### config.mk
export PLATFORM = sky130hd
export DESIGN_NAME = enemy_formation_ctrl
export DESIGN_NICKNAME = d
export VERILOG_FILES = /design/src/rtl/formation_pkg.sv /design/src/rtl/formation_extent.sv /design/src/rtl/enemy_formation_ctrl.sv
export SDC_FILE = /design/constraint.sdc
export NUM_CORES = 1
export LEC_CHECK = 0
export ABC_AREA = 1
export BUFFER_PORTS_ARGS = -buffer_cell sky130_fd_sc_hd__buf_2
export CAP_MARGIN = 30
export CORE_MARGIN = 2
export CORE_UTILIZATION = 38
export CTS_CLUSTER_DIAMETER = 80
export DETAILED_ROUTE_END_ITERATION = 12
export PLACE_DENSITY = 0.57
export SETUP_SLACK_MARGIN = 0.2
export SLEW_MARGIN = 25
export SYNTH_ARGS = -nofsm -noshare
export SYNTH_HDL_FRONTEND = slang
export SYNTH_SLANG_ARGS = --single-unit
### constraint.sdc
create_clock -name clk -period 17.3 [get_ports clk]
set_input_delay 1.73 -clock clk [delete_from_list [all_inputs] [get_ports clk]]
set_output_delay 1.73 -clock clk [all_outputs]
set_load 0.05 [all_outputs]
### src/rtl/formation_pkg.sv
// Shared types and defaults for the invader formation: FSM states, direction codes, grid size.
package formation_pkg;

    localparam int ROWS_DEF = 4;
    localparam int COLS_DEF = 10;

    typedef enum logic [1:0] {
        MOVE_H  = 2'd0,
        DESCEND = 2'd1,
        HALT    = 2'd2
    } state_t;

    localparam logic DIR_RIGHT = 1'b0;
    localparam logic DIR_LEFT  = 1'b1;

    // Index widths must stay >= 1 bit even for a single row/column.
    function automatic int clog2_min1(input int n);
        return (n > 1) ? $clog2(n) : 1;
    endfunction

endpackage

### src/rtl/formation_extent.sv
// Combinational reduction of the alive mask to the occupied column span and lowest occupied row.
// With no enemy alive, all indices report 0 and any_alive_o is low.
module formation_extent
    import formation_pkg::*;
#(
    parameter int ROWS = ROWS_DEF,
    parameter int COLS = COLS_DEF,
    parameter int CW   = clog2_min1(COLS),
    parameter int RW   = clog2_min1(ROWS)
) (
    input  logic [ROWS*COLS-1:0] alive_i,
    output logic [CW-1:0]        lcol_o,
    output logic [CW-1:0]        rcol_o,
    output logic [RW-1:0]        brow_o,
    output logic                 any_alive_o
);

    logic [COLS-1:0] col_any;
    logic [ROWS-1:0] row_any;

    always_comb begin
        col_any = '0;
        row_any = '0;
        for (int r = 0; r < ROWS; r++) begin
            for (int c = 0; c < COLS; c++) begin
                col_any[c] = col_any[c] | alive_i[r*COLS+c];
                row_any[r] = row_any[r] | alive_i[r*COLS+c];
            end
        end
    end

    // Last match wins: scan down for the lowest column, up for the highest.
    always_comb begin
        lcol_o = '0;
        rcol_o = '0;
        brow_o = '0;
        for (int c = COLS - 1; c >= 0; c--) begin
            if (col_any[c]) lcol_o = CW'(c);
        end
        for (int c = 0; c < COLS; c++) begin
            if (col_any[c]) rcol_o = CW'(c);
        end
        for (int r = 0; r < ROWS; r++) begin
            if (row_any[r]) brow_o = RW'(r);
        end
    end

    assign any_alive_o = |row_any;

endmodule

### src/rtl/enemy_formation_ctrl.sv
// Invader formation movement: origin, direction, speed ramp, bottom/all-dead halting.
// Optional FORMATION_KILL_SPEEDUP_EN adds kill-count speed boost on top of the descent ramp.
module enemy_formation_ctrl
    import formation_pkg::*;
#(
    parameter int ROWS       = ROWS_DEF,
    parameter int COLS       = COLS_DEF,
    parameter int XW         = 11,
    parameter int YW         = 10,
    parameter int X0         = 150,
    parameter int Y0         = 40,
    parameter int DX_COL     = 30,
    parameter int DY_ROW     = 30,
    parameter int STAGGER    = 10,
    parameter int X_MIN      = 150,
    parameter int X_MAX      = 760,
    parameter int Y_LIMIT    = 440,
    parameter int STEP_DIV   = 2097152,
    parameter int DELTA_X    = 1,
    parameter int DELTA_Y    = 50,
    parameter int MAX_SPEED  = 15,
    parameter int KILL_SHIFT = 3
) (
    input  logic                 clk,
    input  logic                 reset,
    input  logic                 restart,
    input  logic                 run,
    input  logic [ROWS*COLS-1:0] alive,
    output logic [XW-1:0]        origin_x,
    output logic [YW-1:0]        origin_y,
    output logic                 direction,
    output logic [4:0]           speed,
    output logic                 step_pulse,
    output logic                 hit_bottom,
    output logic                 all_dead
);

    localparam int CW   = clog2_min1(COLS);
    localparam int RW   = clog2_min1(ROWS);
    localparam int EW   = XW + 2;
    localparam int YEW  = YW + 2;
    localparam int CNTW = clog2_min1(STEP_DIV);
    localparam logic [CNTW-1:0] CNT_LAST = CNTW'(STEP_DIV - 1);

    state_t          state_q, state_d;
    logic [CNTW-1:0] cnt_q, cnt_d;
    logic [XW-1:0]   origin_x_q, origin_x_d;
    logic [YW-1:0]   origin_y_q, origin_y_d;
    logic            dir_q, dir_d;
    logic [4:0]      speed_q, speed_d;
    logic            pulse_q, pulse_d;
    logic            hit_q, hit_d;
    logic            dead_q, dead_d;

    logic [CW-1:0]   lcol, rcol;
    logic [RW-1:0]   brow;
    logic            any_alive;

    formation_extent #(
        .ROWS (ROWS),
        .COLS (COLS),
        .CW   (CW),
        .RW   (RW)
    ) u_extent (
        .alive_i     (alive),
        .lcol_o      (lcol),
        .rcol_o      (rcol),
        .brow_o      (brow),
        .any_alive_o (any_alive)
    );

    logic [4:0] speed_eff;

`ifdef FORMATION_KILL_SPEEDUP_EN
    logic [15:0] live_cnt;
    logic [15:0] kills;
    logic [15:0] boosted;

    always_comb begin
        live_cnt = '0;
        for (int i = 0; i < ROWS*COLS; i++) begin
            live_cnt = live_cnt + 16'(alive[i]);
        end
        kills     = 16'(ROWS*COLS) - live_cnt;
        boosted   = 16'(speed_q) + (kills >> KILL_SHIFT);
        speed_eff = (boosted > 16'(MAX_SPEED)) ? 5'(MAX_SPEED) : boosted[4:0];
    end
`else
    assign speed_eff = speed_q;
`endif

    logic [EW-1:0]  step;
    logic [EW-1:0]  right_edge, left_edge;
    logic [YEW-1:0] bottom_y;
    logic           can_right, can_left, move_ok, bottom_hit, halted, tick;

    assign step       = EW'(DELTA_X) + EW'(speed_eff);
    assign right_edge = EW'(origin_x_q) + EW'(rcol) * EW'(DX_COL) + EW'(STAGGER);
    assign left_edge  = EW'(origin_x_q) + EW'(lcol) * EW'(DX_COL);
    assign can_right  = (right_edge + step) <= EW'(X_MAX);
    // Threshold moved to the right-hand side so the left check never underflows.
    assign can_left   = left_edge >= (EW'(X_MIN) + step);
    assign move_ok    = (dir_q == DIR_RIGHT) ? can_right : can_left;
    assign bottom_y   = YEW'(origin_y_q) + YEW'(brow) * YEW'(DY_ROW);
    assign bottom_hit = any_alive && (bottom_y >= YEW'(Y_LIMIT));
    assign halted     = (state_q == HALT);
    assign tick       = run && !halted && (cnt_q == CNT_LAST);

    always_ff @(posedge clk) begin
        if (reset || restart) begin
            state_q    <= MOVE_H;
            cnt_q      <= '0;
            origin_x_q <= XW'(X0);
            origin_y_q <= YW'(Y0);
            dir_q      <= DIR_RIGHT;
            speed_q    <= '0;
            pulse_q    <= 1'b0;
            hit_q      <= 1'b0;
            dead_q     <= 1'b0;
        end else begin
            state_q    <= state_d;
            cnt_q      <= cnt_d;
            origin_x_q <= origin_x_d;
            origin_y_q <= origin_y_d;
            dir_q      <= dir_d;
            speed_q    <= speed_d;
            pulse_q    <= pulse_d;
            hit_q      <= hit_d;
            dead_q     <= dead_d;
        end
    end

    always_comb begin
        state_d = state_q;
        case (state_q)
            MOVE_H:  if (tick && !move_ok) state_d = DESCEND;
            DESCEND: if (tick) state_d = MOVE_H;
            default: state_d = HALT;
        endcase
        // A same-cycle tick still lands its move; only later ticks are suppressed.
        if (!halted && (bottom_hit || !any_alive)) state_d = HALT;
    end

    always_comb begin
        cnt_d      = cnt_q;
        origin_x_d = origin_x_q;
        origin_y_d = origin_y_q;
        dir_d      = dir_q;
        speed_d    = speed_q;
        pulse_d    = 1'b0;
        hit_d      = hit_q;
        dead_d     = dead_q;
        if (!halted) begin
            if (run) cnt_d = (cnt_q == CNT_LAST) ? '0 : cnt_q + CNTW'(1);
            hit_d  = bottom_hit;
            dead_d = !any_alive;
            if (tick) begin
                if (state_q == DESCEND) begin
                    origin_y_d = origin_y_q + YW'(DELTA_Y);
                    speed_d    = (speed_q >= 5'(MAX_SPEED)) ? 5'(MAX_SPEED) : speed_q + 5'd1;
                    pulse_d    = 1'b1;
                end else if (move_ok) begin
                    origin_x_d = (dir_q == DIR_RIGHT) ? origin_x_q + step[XW-1:0]
                                                      : origin_x_q - step[XW-1:0];
                    pulse_d    = 1'b1;
                end else begin
                    dir_d = ~dir_q;
                end
            end
        end
    end

    assign origin_x   = origin_x_q;
    assign origin_y   = origin_y_q;
    assign direction  = dir_q;
    assign speed      = speed_eff;
    assign step_pulse = pulse_q;
    assign hit_bottom = hit_q;
    assign all_dead   = dead_q;

endmodule
==> Yosys cells after proc, flatten, opt, wreduce, memory -nomap -nowiden <==
Index checks and enable logic that the tools add are counted.
{ "totals": {"regBits": 53, "ram_bits": 0, "mem_count": 0, "latch_bits": 0, "mem_bits_ro": 0, "inputBits": 44, "output_inout_bits": 30} }
{ "classes": {"bitwise": 71, "magnitude_cmp": 4, "n_reduce_logical": 20, "n_div": 0, "shifts": 0, "mux": 32, "mul": 3, "n_eq_ne": 7, "add_sub_neg": 12} }
{ "ops": {"columns": ["op", "count"], "rows": [
  ["4-bit 2-to-1 mux", 18],
  ["1-bit bitwise OR", 66],
  ["11-bit by 9-bit adder with 12-bit output", 2],
  ["21-bit by 1-bit adder with 21-bit output, second input constant", 1],
  ["21-bit == test, second input constant", 1],
  ["21-bit 2-to-1 mux", 1],
  ["4-bit by 4-bit multiplier with 8-bit output, second input constant", 2],
  ["12-bit by 4-bit adder with 13-bit output, second input constant", 1],
  ["13-bit by 6-bit adder with 13-bit output", 1],
  ["13-bit by 10-bit less-or-equal comparator with 1-bit output, second input constant", 1],
  ["12-bit by 9-bit greater-or-equal comparator with 1-bit output", 1],
  ["10-bit by 7-bit adder with 11-bit output", 1],
  ["11-bit by 6-bit adder with 11-bit output", 1],
  ["11-bit by 9-bit greater-or-equal comparator with 1-bit output, second input constant", 1],
  ["11-bit 2-to-1 mux", 1],
  ["11-bit by 6-bit subtractor with 11-bit output", 1],
  ["10-bit by 6-bit adder with 10-bit output, second input constant", 1],
  ["2-bit 2-to-1 mux", 5],
  ["8-bit by 6-bit adder with 9-bit output, first input constant", 1],
  ["4-bit AND reduction", 2],
  ["1-bit by 5-bit adder with 6-bit output, first input constant", 1],
  ["2-bit by 4-bit multiplier with 6-bit output, second input constant", 1],
  ["3-bit inequality test, second input constant", 2],
  ["2-bit AND reduction", 3],
  ["17 further kinds", 33]
]} }

==> Depth between registers and ports, before layout <==
{ "depth": {"word_depth": 23, "depth_mapped": 36} }

==> Cells and area by module <==
Synthesis repeated with hierarchy kept, for this count alone.
{ "unflattened": {"cells_unflattened": 902, "hier_area_um2": 6139.6} }
{ "modules_own_cells": {"columns": ["module", "instances", "area_per_inst_um2", "cells_each", "seq_area_each_um2"], "rows": [
  ["enemy_formation_ctrl", 1, 5667.9, 804, 1041.0],
  ["formation_extent", 1, 471.7, 98, 0.0]
]} }

==> Worst setup path after synthesis <==
OpenSTA, ideal clock, no wires.
{ "synth_path": {"path_kind": "input to register", "start": "input alive[2]", "end": "register origin_x_q[2] (netlist: origin_x[2])", "path_buffers": 1, "arrival_ns": 7.053, "path_slack_ns": 10.126, "path_stages": 30, "path_cell_list": "nor4_1 > nand2_1 > inv_1 > nor2_1 > o21ai_0 > inv_1 > fa_1 > inv_1 > fa_1 > inv_1 > ha_1 > nand2_1 > nor2_1 > a211oi_1 > o21ai_0 > xor2_1 > ha_1 > ha_1 > ha_1 > a21oi_1 > o21ai_0 > nor2_1 > o21ai_0 > nor2_1 > nand2_1 > nand2_2 > nand2_2 > buf_2 > a21oi_1 > o21ai_1"} }
{ "synth_via": {"elab_chain_len": 18} }
{ "synth_lines": {"columns": ["element", "line_no", "source"], "rows": [
  ["start: declaration", "enemy_formation_ctrl.sv:28", "input logic [ROWS*COLS-1:0] alive,"],
  ["1-bit bitwise OR * (3 in a row)", "formation_extent.sv:26", "col_any[c] = col_any[c] | alive_i[r*COLS+c];"],
  ["4-bit 2-to-1 mux (8 in a row)", "formation_extent.sv:41", "if (col_any[c]) rcol_o = CW'(c);"],
  ["4-bit by 4-bit multiplier with 8-bit output", "enemy_formation_ctrl.sv:98", "assign right_edge = EW'(origin_x_q) + EW'(rcol) * EW'(DX_COL) + EW'(STAGGER);"],
  ["11-bit by 9-bit adder with 12-bit output", "enemy_formation_ctrl.sv:98", null],
  ["12-bit by 4-bit adder with 13-bit output", "enemy_formation_ctrl.sv:98", null],
  ["13-bit by 6-bit adder with 13-bit output", "enemy_formation_ctrl.sv:100", "assign can_right = (right_edge + step) <= EW'(X_MAX);"],
  ["13-bit by 10-bit less-or-equal comparator with 1-bit output", "enemy_formation_ctrl.sv:100", null],
  ["1-bit 2-to-1 mux *", "enemy_formation_ctrl.sv:103", "assign move_ok = (dir_q == DIR_RIGHT) ? can_right : can_left;"],
  ["4-bit AND reduction (no line) *", null, null],
  ["end signal: assignment", "enemy_formation_ctrl.sv:113", "origin_x_q <= XW'(X0);"],
  ["end signal: assignment", "enemy_formation_ctrl.sv:123", "origin_x_q <= origin_x_d;"],
  ["end: declaration", "enemy_formation_ctrl.sv:47", "logic [XW-1:0] origin_x_q, origin_x_d;"]
]} }
Every way passes the cells marked *; elsewhere a longest branch is shown, timed or not.
A chain may end at the register's enable or synchronous reset.

==> Worst setup path after layout <==
{ "layout_path": {"start": "input alive[2]", "end": "register origin_x_q[9] (netlist: origin_x[9])"} }
Same word-level chain as after synthesis.

==> metrics.md <==
| Metric | Value |
|---|---|
| Largest delay share family, worst path | `adder cells` |
| Final Core Density | `0.4340` |
| Count of clock tree sinks | `52` |
| Wirelength per Cell | `13.47 um` |
| Count of non-filler cells in the finished layout | `1120` |
| Cells on Worst Hold Path | `2` |
| Maximum clock frequency | `134.4 MHz` |
| Max-slew violation count | `0` |
| Setup tns final | `0 ns` |
| Num CTS Buffers | `5` |
| Fraction of registers with async set or reset after synthesis | `0` |
| Number of buffers inserted by post-CTS setup repair | `0` |
| Top cells by area, synth | `ha_1 (19%), dfxtp_1 (18%), nand2_1 (12%), inv_1 (9.4%), fa_1 (6.5%)` |
| Commonest cells after routing, fill and taps aside | `nand2_1 (185), inv_1 (146), ha_1 (88), nor2_1 (81), buf_2 (72)` |
| Unique cell type count in the Yosys netlist | `45` |
| GRT Overall Usage | `0.1910` |
| Min-Delay Startpoint | `cnt_q[13]$_SDFFE_PP0P_` |
| Sort of element at the start of the critical path | `primary input` |
| Final worst path period share | `0.4302` |
| Crit path time final | `7.442 ns` |
| Crit path top cell by count | `nor2_1` |
| Initial antenna violation count | `0` |
| Source of the critical timing path | `alive[2]` |
| First drt pass iteration count | `4` |
| Routability-driven placement congestion ratio | `0.8557` |
| Required time at the endpoint of the critical path | `17.49 ns` |
| Number of buffers inserted by port buffering | `72` |
| Via count of the first global-routing pass | `5196` |
| Final cell area excluding filler cells | `0.006574 mm2` |
| CP max FO | `16` |
| Yosys warnings | `0` |
| Count of nets left with antenna violations after detail routing | `0` |
| Normalized max-slew margin | `0.5124` |
| Worst setup margin | `9.858 ns` |
| Result of the run | `finished clean` |
| Number of enable-type register cells in the synthesized netlist | `0` |
| Global-route wire length before repair | `25230 um` |
| Clock insertion delay at the later pin of the skew report | `0.30 ns` |
| Register-to-register path setup slack | `13.10 ns` |
| Clock tree from TritonCTS | `yes` |
| Share of final-layout standard cells stronger than drive strength 1 | `0.1073` |
| Highest-delay cell along the critical path | `fa_1` |
| Class of the worst hold path | `register to register` |
| Final setup violation count | `0` |
| Worst Setup Path Type | `primary input to register` |
| GRT overflow | `0` |
| Master cell of the clock root buffer | `clkbuf_16` |
| Post-Place Cells | `1112` |
| Die X-Extent | `128.2 um` |
| Met2 wire length | `6756 um` |
| Top routing layer used | `met4` |
| Final Hold Violating Endpoints | `0` |
| Clock transition at the register clock pins on the worst setup and hold paths after CTS | `0.07 ns` |
| Instance area at placement | `0.006424 mm2` |
| Iter 0 DRT Violations | `316` |
| Post-cts sizing count | `0` |
| Max-capacitance violation count | `0` |
| Routed wire length on met3 | `701 um` |
| Clock Path Buffers | `2` |
| Part of the Yosys area used for sequential elements | `0.1777` |
| Diodes inserted | `0` |
| Area of the core | `0.01515 mm2` |
| Worst hold slack after final layout | `0.4795 ns` |
| Worst vdd rail ir drop | `0.03599 mV` |
| Total number of nets in the final design | `1082` |
| RSZ-0062 raised after global routing | `no` |
| Detailed-route vias per instance | `4.899` |
| Maximum number of pins on one net before global-route repair | `25` |
| Die Height | `128.2 um` |
| Overall routed net length | `15090 um` |
| Bufs and invs on worst path | `5` |
| Setup WS pre-CTS | `9.535 ns` |
| Top-area cell type share of the netlist area | `0.1880` |
| Hold-fix buffers at CTS | `0` |
| Data arrival, critical path | `7.63 ns` |
| Fill cells | `1623` |
| Commonest register cell after synthesis | `dfxtp_1` |
| Metal-1 WL | `7390 um` |
| Setup Skew | `0.01031 ns` |
| #FFs+latches synth | `52` |
| Netlist area before placement | `0.005858 mm2` |
| Dominant cell type by area after synthesis | `ha_1` |
| Leading cell type in the layout, fill and taps excluded | `nand2_1` |
| Depth of the most critical reg-to-reg path | `23` |
| DP HPWL | `12600 um` |
| Layout Area Growth over Synthesis | `12.22%` |
| Remaining DRCs | `0` |
| Average cell area after synthesis | `6.820 um2` |
| Final Total Pwr | `251.9 uW` |
| Total vias in the final route | `5487` |
| Overall die area | `0.01643 mm2` |
| Cell leakage power | `3.227 nW` |
| Setup crit end kind | `register` |
| Initial Util | `0.3868` |
| Longest individual stage delay on the worst path | `0.57 ns` |
| Worst reg2reg startpoint | `speed[0]$_SDFFE_PP0P_` |
| Pin slew with the least headroom to its limit | `0.7306 ns` |
| Num rows | `45` |
| Number of standard cells after synthesis | `859` |
| Top-Level Pins | `74` |
| Crit Reg-Reg Endpoint | `origin_x[9]$_SDFFE_PP0P_` |
| Capture endpoint of the worst hold path | `cnt_q[13]$_SDFFE_PP0P_` |
| Count of H-tree levels built during CTS | `2` |
| Post-Syn Nets | `1010` |
| P per Cell Area | `38.31 mW/mm2` |
worst min-delay path, cell delays in order, from the launching register on:
cell and delay, ns:
dfxtp_1 0.33, inv_1 0.05, a21oi_1 0.05
Yosys cell counts, types with 16 or more instances:
library cell    n
a21oi_1        66
dfxtp_1        52
fa_1           19
ha_1           88
inv_1         146
nand2_1       185
nand3_1        43
nand4_1        16
nor2_1         81
nor4_1         19
o21ai_0        33
xor2_1         26
per-layer routing:
metal,track usage,up-vias
met3,0.02671,16
li1,-,2945
met5,0,-
met4,0.04590,0
met2,0.3202,100
met1,0.2598,2426
cells by family after synthesis:
group | synth area share
xor gates and xnor gates | 0.06130
and+or+nand+nor | 0.2922
other | 0.0006401
adders and majority gates | 0.2529
DFF | 0.1777
AOI/OAI and AO/OA | 0.1147
buffers and inverters | 0.1006
power by group:
part / total, mW / leakage, nW / switching (mW) / internal (mW)
combinational: 0.0284 / 2.74 / 0.0169 / 0.0116
clock: 0.104 / 0.0708 / 0.0487 / 0.0548
sequential: 0.120 / 0.419 / 0.000154 / 0.120
total: 0.252 / 3.23 / 0.0657 / 0.186
state kept, by name, indices dropped and copies added (netlist names):
signal / flops
origin_x: 11
speed: 5
cnt_q: 21
direction: 1
step_pulse: 1
state_q: 2
origin_y: 9
hit_bottom: 1
all_dead: 1
cell type report:
cell class	count	area, um2	share of cell area
clock buffers	5	125.1	0.01903
clock inverters	3	25.02	0.003807
inverters	147	551.8	0.08394
multi-input cells	652	4228	0.6431
flip-flops and latches	52	1041	0.1584
well taps	188	235.2	0.03578
repair buffers	73	367.9	0.05596
worst max-delay path by stage:
stage,endpoint,slack [ns],cells past startpoint
floorplan,origin_x[2]$_SDFFE_PP1P_,10.13,30
global placement,origin_x[9]$_SDFFE_PP0P_,9.67,30
detailed placement,origin_x[9]$_SDFFE_PP0P_,9.54,30
CTS,origin_x[9]$_SDFFE_PP0P_,9.84,30
global route,origin_x[9]$_SDFFE_PP0P_,9.21,30
finish,origin_x[9]$_SDFFE_PP0P_,9.86,30
No activity file was read; power rests on OpenSTA's default activity.
